<file path="config.mk">
export PLATFORM = sky130hd
export DESIGN_NAME = shadow_dump_collector
export DESIGN_NICKNAME = d
export VERILOG_FILES = /design/src/rtl/shadow_collect_pkg.sv /design/src/rtl/shadow_collect_fifo.sv /design/src/rtl/shadow_dump_collector.sv
export SDC_FILE = /design/constraint.sdc
export NUM_CORES = 1
export LEC_CHECK = 0
export BUFFER_PORTS_ARGS = -buffer_cell sky130_fd_sc_hd__buf_4
export CORE_ASPECT_RATIO = 0.7
export CORE_MARGIN = 2
export CORE_UTILIZATION = 28
export DETAILED_ROUTE_END_ITERATION = 8
export SETUP_SLACK_MARGIN = 0.02
export SLEW_MARGIN = 10
export SYNTH_ARGS = -nofsm -noshare
export SYNTH_HDL_FRONTEND = slang
export SYNTH_SLANG_ARGS = --single-unit
</file>
<file path="constraint.sdc">
create_clock -name sh_clk -period 3.35 [get_ports sh_clk]
set_input_delay 0.5025 -clock sh_clk [delete_from_list [all_inputs] [get_ports sh_clk]]
set_output_delay 0.5025 -clock sh_clk [all_outputs]
set_load 0.005 [all_outputs]
</file>
<file path="src/rtl/shadow_collect_pkg.sv">
// Shared types for the shadow dump collector: FSM states, the FIFO entry
// layout and the width helper for the word bit-count field.
package shadow_collect_pkg;

  typedef enum logic [1:0] {
    IDLE,
    ARM,
    COLLECT,
    FLUSH
  } state_e;

  // Width needed to hold a bit count from 0 up to and including word_w.
  function automatic int word_bits_w(input int word_w);
    return $clog2(word_w + 1);
  endfunction

  localparam int DEF_WORD_W = 32;
  localparam int DEF_BITS_W = word_bits_w(DEF_WORD_W);

  // Entry layout for the default word width; wider or narrower collectors
  // declare the same three fields at their own width.
  typedef struct packed {
    logic [DEF_WORD_W-1:0] data;
    logic [DEF_BITS_W-1:0] bits;
    logic                  last;
  } entry_t;

endpackage

</file>
<file path="src/rtl/shadow_collect_fifo.sv">
// Synchronous FIFO of collector entries; head is read straight from storage,
// an empty FIFO never bypasses a same-cycle push.
module shadow_collect_fifo
  import shadow_collect_pkg::*;
#(
  parameter type entry_t = shadow_collect_pkg::entry_t,
  parameter int  DEPTH   = 4
) (
  input  logic   clk,
  input  logic   rst_n,
  input  logic   push_i,
  input  entry_t push_data_i,
  input  logic   pop_i,
  output logic   full_o,
  output logic   empty_o,
  output entry_t head_o
);

  localparam int PTR_W = $clog2(DEPTH);

  entry_t           mem_q [DEPTH];
  logic [PTR_W:0]   wr_ptr_q;
  logic [PTR_W:0]   rd_ptr_q;
  logic             do_push;
  logic             do_pop;

  assign empty_o = (wr_ptr_q == rd_ptr_q);
  assign full_o  = (wr_ptr_q[PTR_W] != rd_ptr_q[PTR_W]) &&
                   (wr_ptr_q[PTR_W-1:0] == rd_ptr_q[PTR_W-1:0]);

  // A pop in the same cycle frees the slot a push into a full FIFO needs.
  assign do_pop  = pop_i && !empty_o;
  assign do_push = push_i && (!full_o || do_pop);

  always_ff @(posedge clk or negedge rst_n) begin
    if (!rst_n) begin
      wr_ptr_q <= '0;
      rd_ptr_q <= '0;
    end else begin
      // NOTE: non-blocking assignments in clocked blocks so every register
      // samples pre-edge values regardless of statement order.
      if (do_push) wr_ptr_q <= wr_ptr_q + 1'b1;
      if (do_pop)  rd_ptr_q <= rd_ptr_q + 1'b1;
    end
  end

  // NOTE: storage has no reset; validity lives in the pointers, and the head
  // is forced to zero while empty so stale contents never reach the port.
  always_ff @(posedge clk) begin
    if (do_push) mem_q[wr_ptr_q[PTR_W-1:0]] <= push_data_i;
  end

  assign head_o = empty_o ? '0 : mem_q[rd_ptr_q[PTR_W-1:0]];

endmodule

</file>
<file path="src/rtl/shadow_dump_collector.sv">
// Receiving end of a shadow-capture dump chain: triggers the dump, packs the
// serial stream into words and queues them for the host-side reader.
module shadow_dump_collector
  import shadow_collect_pkg::*;
#(
  parameter int WORD_W     = 32,
  parameter int FIFO_DEPTH = 4,
  parameter int TIMEOUT    = 1024,
  parameter int CNT_W      = 16
) (
  input  logic                           sh_clk,
  input  logic                           sh_rst_n,
  input  logic                           start,
  output logic                           busy,
  output logic                           dump_en,
  input  logic                           ch_out,
  input  logic                           ch_out_vld,
  input  logic                           ch_out_done,
  output logic [WORD_W-1:0]              word_data,
  output logic [word_bits_w(WORD_W)-1:0] word_bits,
  output logic                           word_last,
  output logic                           word_valid,
  input  logic                           word_ready,
  output logic [CNT_W-1:0]               bit_count,
  output logic                           overflow,
  output logic                           timeout_err
);

  localparam int BITS_W = word_bits_w(WORD_W);
  localparam int WD_W   = $clog2(TIMEOUT + 1);

  typedef struct packed {
    logic [WORD_W-1:0] data;
    logic [BITS_W-1:0] bits;
    logic              last;
  } word_entry_t;

  state_e            state_q, state_d;
  logic [BITS_W-1:0] fill_q, fill_d;
  logic [WORD_W-1:0] acc_q, acc_d;
  logic [WD_W-1:0]   wd_q, wd_d;
  logic [CNT_W-1:0]  bit_cnt_q, bit_cnt_d;
  logic              overflow_q, overflow_d;
  logic              timeout_q, timeout_d;
  logic              skip_flush_q, skip_flush_d;

  logic              push;
  word_entry_t       push_entry;
  logic              pop;
  logic              fifo_full;
  logic              fifo_empty;
  word_entry_t       head;

  always_comb begin
    // NOTE: every signal gets a default before the case so no path leaves a
    // combinational output unassigned and infers a latch.
    state_d      = state_q;
    fill_d       = fill_q;
    acc_d        = acc_q;
    wd_d         = wd_q;
    bit_cnt_d    = bit_cnt_q;
    overflow_d   = overflow_q;
    timeout_d    = timeout_q;
    skip_flush_d = skip_flush_q;
    push         = 1'b0;
    push_entry   = '0;

    unique case (state_q)
      IDLE: begin
        if (start) state_d = ARM;
      end

      ARM: begin
        state_d      = COLLECT;
        fill_d       = '0;
        acc_d        = '0;
        wd_d         = '0;
        bit_cnt_d    = '0;
        overflow_d   = 1'b0;
        timeout_d    = 1'b0;
        skip_flush_d = 1'b0;
      end

      COLLECT: begin
        if (ch_out_vld) begin
          for (int i = 0; i < WORD_W; i++) begin
            if (fill_q == BITS_W'(i)) acc_d[i] = ch_out;
          end
          wd_d = '0;
          if (bit_cnt_q != '1) bit_cnt_d = bit_cnt_q + 1'b1;
          if (fill_q == BITS_W'(WORD_W - 1)) begin
            push            = 1'b1;
            push_entry.data = acc_d;
            push_entry.bits = BITS_W'(WORD_W);
            push_entry.last = ch_out_done;
            fill_d          = '0;
            acc_d           = '0;
            // A word completed by the done-cycle bit already carries last.
            skip_flush_d    = ch_out_done;
          end else begin
            fill_d = fill_q + 1'b1;
          end
        end

        if (ch_out_done) begin
          state_d = FLUSH;
          wd_d    = '0;
        end else if (!ch_out_vld) begin
          if (wd_q == WD_W'(TIMEOUT - 1)) begin
            timeout_d = 1'b1;
            state_d   = FLUSH;
          end else begin
            wd_d = wd_q + 1'b1;
          end
        end
      end

      FLUSH: begin
        state_d = IDLE;
        if (!skip_flush_q) begin
          push            = 1'b1;
          push_entry.data = acc_q;
          push_entry.bits = fill_q;
          push_entry.last = 1'b1;
        end
      end
    endcase

    if (push && fifo_full && !pop) overflow_d = 1'b1;
  end

  always_ff @(posedge sh_clk or negedge sh_rst_n) begin
    if (!sh_rst_n) begin
      state_q      <= IDLE;
      fill_q       <= '0;
      acc_q        <= '0;
      wd_q         <= '0;
      bit_cnt_q    <= '0;
      overflow_q   <= 1'b0;
      timeout_q    <= 1'b0;
      skip_flush_q <= 1'b0;
    end else begin
      state_q      <= state_d;
      fill_q       <= fill_d;
      acc_q        <= acc_d;
      wd_q         <= wd_d;
      bit_cnt_q    <= bit_cnt_d;
      overflow_q   <= overflow_d;
      timeout_q    <= timeout_d;
      skip_flush_q <= skip_flush_d;
    end
  end

  shadow_collect_fifo #(
    .entry_t (word_entry_t),
    .DEPTH   (FIFO_DEPTH)
  ) u_fifo (
    .clk         (sh_clk),
    .rst_n       (sh_rst_n),
    .push_i      (push),
    .push_data_i (push_entry),
    .pop_i       (pop),
    .full_o      (fifo_full),
    .empty_o     (fifo_empty),
    .head_o      (head)
  );

  assign pop         = word_valid && word_ready;
  assign word_valid  = !fifo_empty;
  assign word_data   = head.data;
  assign word_bits   = head.bits;
  assign word_last   = head.last;

  assign busy        = (state_q != IDLE);
  assign dump_en     = (state_q == ARM);
  assign bit_count   = bit_cnt_q;
  assign overflow    = overflow_q;
  assign timeout_err = timeout_q;

endmodule

</file>
==> out/results.ini, run 1 <==
[clocking]
ctsHoldBuffers = 0
cts.clk_slew.worst_paths_ns = 0.06
post_cts_buffers = 0
cts_tree = yes
insertion_delay_ns = 0.54
post_cts_resized = 0
clkSinkCount = 232
root_buffer = clkbuf_16
cts.path.max_buffers = 3
cts_inserted_buffers = 25
htreeDepth = 1

[critical_path]
path_cells = xnor2_1, nand3_1, buf_4, and2_1, buf_4
slowest_stage = dfrtp_2
worstPathArrival_ns = 2.35
path_delay_family = flip-flops
crit_top_cell = buf_4
path_class = flop to output port
max_stage_delay_ns = 0.78
ff2ff_path_depth = 6
path_depth = 5
cp-end-kind = output port
critPathMaxFanout = 39
cp.required_ns = 2.85
cp-start-kind = flop
crit_buf_inv = 2

[grt]
grt_max_degree = 77
overflow = 0
grt_pass1_wl_um = 37100
antenna_found_initial = 0
grt_usage_pct = 12.6
first_global_vias = 6251

[cells_and_area]
final_layout_size_suffix_gt1_share_pct = 21.0
syn_to_final_growth_pct = 18.5
n_antenna_cell = 0
postLayoutCoreUtil_pct = 33.8
final_cell_mix = 156 x edfxtp_1, 79 x buf_4, 78 x and2_1, 77 x o21ai_0, 74 x dfrtp_1
fillCellCount = 3498
final_common_cell = edfxtp_1
nets = 834

[floorplanning]
fp.dieW_um = 233
boundaryPins = 67
start_util_pct = 28.5
std_cell_rows = 58
die_area_um2 = 38300
die_h_um = 164
core_area_um2 = 36100

[timing]
timing.final.ws_setup_ns = 0.493
fmax_mhz = 350
setup_viol = 0
worst_slew_pin_slew_ns = 1.04
final.period_utilization_pct = 85.3
setup-tns-final_ns = 0
drv_slew = 0
period_needed_ns = 2.86
finalHoldViolations = 0
fin_skew_ns = 0.0150
slew_headroom_pct = 30.9
rsz0062_at_grt = false
whs_ns = 0.149

[route]
ant_nets = 0
dr_total_vias = 6366
vias_per_cell = 4.86
drt_iter0_drc = 572
wl_um = 23800
wl_per_cell_um = 18.2
drtPass1Iterations = 5
drc = 0

[outcome]
status = finished, final reports clean

[flow_run]
maxCapViolCount = 0

[synth]
netlist_instances = 742
synth_edf_count = 156
async_flop_share_pct = 32.8
synth_cell_type_count = 56
synth.avg_cell_area_um2 = 13.8
syn_area_um2 = 10300
ys.flop_type = edfxtp_1
ys_warn_count = 0
ys_seq_area_share_pct = 64.1
ys_ff_latch = 232
synth_nets = 765

[power_and_ir_drop]
powerDensity_nw_per_um2 = 853
power_uw = 10400
peakVddDrop_mv = 0.324
leakagePower_uw = 0.00453

[place]
portBuffers = 66
gp_congestion = 0.797
dpl.hpwl_um = 15300
dp_slack_ns = 0.972

[min_path]
hold_path_class = input pin to asynchronous set/reset pin

-- layout make-up --
| cell class | count | area (um2) | area share, % |
|---|---|---|---|
| timing repair buffer | 81 | 633 | 5.20 |
| sequential | 232 | 6590 | 54.1 |
| tap | 480 | 601 | 4.93 |
| clock inverter | 15 | 183 | 1.50 |
| inverter | 12 | 45.0 | 0.370 |
| multi-input combinational | 459 | 3470 | 28.5 |
| clock buffer | 31 | 658 | 5.40 |
-- state kept, by name, summed over array words and instances, names as in the netlist --
register,count
overflow,1
timeout_err,1
skip_flush_q,1
acc_q,32
bit_count,16
u_fifo.wr_ptr_q,3
wd_q,11
fill_q,6
u_fifo.mem_q,156
u_fifo.rd_ptr_q,3
state_q,2
-- stage by stage --
step,instances,area (um2)
floorplan,742,10300
global placement,1264,11300
detailed placement,1264,11300
CTS,1310,12200
global route,1310,12200
finish,1310,12200
-- kinds of logic after synthesis --
logic type | Yosys count | share of synthesized area [%]
flip-flops | 232 | 64.1
multiplexers | 44 | 9.07
XOR/XNOR | 15 | 1.28
buffers and inverters | 51 | 2.16
AND/OR/NAND/NOR | 237 | 13.1
AO/OA/AOI/OAI | 147 | 8.39
adder cells (fa/ha/maj) | 16 | 1.95
-- worst paths after layout --
path | to | startpoint | slack, ns
setup reg to reg | u_fifo.mem_q[0][21]$_DFFE_PP_ | fill_q[0]$_DFFE_PN0P_ | 0.94
setup / recovery | word_data[13] | u_fifo.rd_ptr_q[1]$_DFFE_PN0P_ | 0.49
hold / removal | wd_q[4]$_DFFE_PN0P_ | sh_rst_n | 0.15
hold reg to reg | u_fifo.rd_ptr_q[2]$_DFFE_PN0P_ | u_fifo.rd_ptr_q[2]$_DFFE_PN0P_ | 0.49
min in group sh_clk | u_fifo.rd_ptr_q[2]$_DFFE_PN0P_ | word_ready | 0.31
max in group asynchronous | u_fifo.rd_ptr_q[0]$_DFFE_PN0P_ | sh_rst_n | 2.46
-- Yosys cell counts, drive strengths merged (2+ instances only) --
cell type	number	area share, %
mux4	39	8.5
inv	12	0.44
o21ai	77	3.8
nor2	25	0.91
and4	2	0.17
a21o	4	0.29
nand3b	4	0.29
xor2	7	0.60
or4b	2	0.19
nand2b	12	0.73
o31ai	3	0.27
a22o	5	0.43
buf	15	0.84
o211ai	3	0.22
and3	4	0.24
or4	2	0.15
edfxtp	156	46
nand3	26	1.3
nor3	8	0.55
a32o	7	0.68
nand2	48	1.8
mux2	3	0.33
ha	16	1.9
xnor2	8	0.68
nor3b	2	0.15
nor4	2	0.12
clkbuf	24	0.88
a21oi	37	1.8
dfrtp	76	19
mux2i	2	0.19
and3b	2	0.17
nand4	6	0.66
nor2b	7	0.43
and2	82	5.0
a21boi	2	0.15
-- power by group --
group / switching (uW) / internal [uW]
Clock: 1130 / 1700
Combinational: 2000 / 1750
Sequential: 255 / 3550
-- worst reg2reg max path, delay by kind of cell, from the launching register on --
| family | cells | cell delay [ns] |
|---|---|---|
| compound gates | 2 | 0.63 |
| flops | 1 | 0.44 |
| simple gates | 2 | 0.41 |
| buf+inv | 1 | 0.32 |
| fa+ha+maj | 1 | 0.27 |
-- routing by layer --
layer  GRT usage (%)  share of wire, %  routed length (um)  vias up
met5               0                 0                   0        -
met4            2.90               1.7                 405        0
met3            2.55               5.9                1400       29
met1            19.4                50               11900     3251
li1                -                 -                   -     2907
met2            18.0                42               10100      179
Note: power is estimated with default switching activity, not from simulation.
==> run 2: changes to the inputs <==
--- a/config.mk
+++ b/config.mk
@@ -5,11 +5,11 @@
 export SDC_FILE = /design/constraint.sdc
 export NUM_CORES = 1
 export LEC_CHECK = 0
-export BUFFER_PORTS_ARGS = -buffer_cell sky130_fd_sc_hd__buf_4
 export CORE_ASPECT_RATIO = 0.7
 export CORE_MARGIN = 2
 export CORE_UTILIZATION = 28
 export DETAILED_ROUTE_END_ITERATION = 8
+export DONT_BUFFER_PORTS = 1
 export SETUP_SLACK_MARGIN = 0.02
 export SLEW_MARGIN = 10
 export SYNTH_ARGS = -nofsm -noshare
==> out/results.ini, run 2 (synthesis results as in run 1) <==
[cells_and_area]
n_antenna_cell = 0  ; unchanged
largest_reg_flops = 156  ; unchanged
fillCellCount = 3541  ; +1.2%
postLayoutCoreUtil_pct = 32.0  ; -1.8 points
final-seq-area_um2 = 6590  ; unchanged
final_common_cell = edfxtp_1
nets = 766  ; -8.2%
syn_to_final_growth_pct = 12.3
final_cell_mix = 156 x edfxtp_1, 78 x and2_1, 77 x o21ai_0, 74 x dfrtp_1, 47 x nand2_1
final_layout_size_suffix_gt1_share_pct = 13.5  ; -7.5 points
multi_input_area_um2 = 3480  ; +0.14%

[flow_run]
maxCapViolCount = 0  ; unchanged

[grt]
overflow = 0  ; unchanged
use_met3_pct = 2.48  ; -0.069 points
antenna_found_initial = 1  ; +1
grt_max_degree = 77  ; unchanged
grt_pass1_wl_um = 36100  ; -2.6%
first_global_vias = 5784  ; -7.5%
grt_usage_pct = 12.3  ; -0.32 points
grt-busiest-layer = met1
met2_usage_pct = 16.5  ; -1.6 points
met1_usage_pct = 20.0  ; +0.60 points

[timing]
final.period_utilization_pct = 88.4  ; +3.1 points
setup-tns-final_ns = 0  ; unchanged
fmax_mhz = 338  ; -3.5%
finalHoldViolations = 0  ; unchanged
slew_headroom_pct = 38.3  ; +7.4 points
setup_viol = 0  ; unchanged
worst_slew_pin_slew_ns = 0.925  ; -0.111 ns
period_needed_ns = 2.96  ; +0.105 ns
timing.final.ws_setup_ns = 0.388  ; -0.105 ns
fin_skew_ns = 0.0153  ; +0.000293 ns
rsz0062_at_grt = false
drv_slew = 0  ; unchanged

[route]
drc = 0  ; unchanged
wl_per_cell_um = 18.7  ; +2.9%
ant_nets = 0  ; unchanged
dr_total_vias = 6036  ; -5.2%
wl_um = 23200  ; -2.7%
drtPass1Iterations = 5  ; unchanged
vias_per_cell = 4.88  ; +0.33%
drt_iter0_drc = 638  ; +12%

[place]
gp_congestion = 0.787  ; -1.3%
portBuffers = 0  ; -100%
dpl.hpwl_um = 15300  ; about the same
dp_slack_ns = 0.709  ; -0.263 ns

[critical_path]
cp-start-kind = flop
worstPathArrival_ns = 2.46  ; +0.11 ns
ff2ff_setup_slack_ns = 0.68  ; -0.26 ns
critPathMaxFanout = 42  ; +7.7%
cp.required_ns = 2.85  ; about the same
cp-end-kind = output port
ff2ff_path_depth = 6  ; unchanged
path_class = flop to output port

[floorplanning]
fp.dieW_um = 233  ; unchanged
start_util_pct = 28.5  ; unchanged
std_cell_rows = 58  ; unchanged
core_area_um2 = 36100  ; unchanged
boundaryPins = 67  ; unchanged
die_h_um = 164  ; unchanged
die_area_um2 = 38300  ; unchanged

[clocking]
root_buffer = clkbuf_16
cts_tree = yes
post_cts_buffers = 0  ; unchanged
insertion_delay_ns = 0.52  ; -0.02 ns
htreeDepth = 1  ; unchanged
cts_inserted_buffers = 23  ; -8.0%
cts.path.max_buffers = 3  ; unchanged
clkSinkCount = 232  ; unchanged
cts.clk_slew.worst_paths_ns = 0.07  ; about the same

[power_and_ir_drop]
peakVddDrop_mv = 0.370  ; +14%
leakagePower_uw = 0.00413  ; -8.7%
powerDensity_nw_per_um2 = 793  ; -7.0%

[min_path]
min_path_cells = 1
hold_path_class = input pin to flop

[outcome]
status = finished, final reports clean

==> run 2: cell type report <==
| class | count | share of cell area, % |
|---|---|---|
| Sequential cell | 232 | 57.1 |
| Multi-Input combinational cell | 459 | 30.1 |
| Tap cell | 480 | 5.20 |
| Clock buffer | 25 | 5.05 |
| Timing Repair Buffer | 15 | 1.50 |
| Clock inverter | 15 | 0.629 |
| Inverter | 12 | 0.390 |
==> run 2: path summary, 6_finish.rpt <==
path / startpoint / end
max in group asynchronous: sh_rst_n / u_fifo.rd_ptr_q[0]$_DFFE_PN0P_
hold reg to reg: u_fifo.wr_ptr_q[2]$_DFFE_PN0N_ / u_fifo.wr_ptr_q[2]$_DFFE_PN0N_
min in group asynchronous: sh_rst_n / wd_q[3]$_DFFE_PN0P_
hold / removal: ch_out / acc_q[28]$_DFFE_PN0P_
setup reg to reg: fill_q[0]$_DFFE_PN0P_ / u_fifo.mem_q[1][2]$_DFFE_PP_
setup / recovery: u_fifo.rd_ptr_q[0]$_DFFE_PN0P_ / word_bits[3]
==> run 2: metrics by stage <==
step	hold WS [ns]	cells	instance area, um2	total power (uW)
floorplan	0.207	742	10300	6050
global placement	0.209	1196	10800	6930
detailed placement	0.209	1196	10800	6940
CTS	0.118	1238	11500	9320
global route	0.117	1238	11500	9740
finish	0.142	1238	11500	9150
==> run 2: repair_timing <==
item                                    in CTS  in global routing
endpoints found under the hold margin       76                  0
resized for setup                            0                  0
endpoints found under the setup margin       0                  0
hold buffers                                 2                  0
==> run 2: per-layer routing <==
metal  wire length (um)  vias to the layer above
met5                  0                        -
met4                288                        0
met3               1230                       21
met2               9520                      153
met1              12100                     3092
li1                   -                     2770
==> run 2: critical path, stage by stage (launching register included) <==
cell and delay (ns):
dfrtp_2 0.62, xnor2_1 0.20, nand3_2 0.67, and2_1 0.42
==> run 2: power by group <==
| part | switching (uW) | total, uW | internal, uW |
|---|---|---|---|
| registers | 233 | 3780 | 3550 |
| logic | 1860 | 3040 | 1180 |
| clock network | 1080 | 2330 | 1250 |
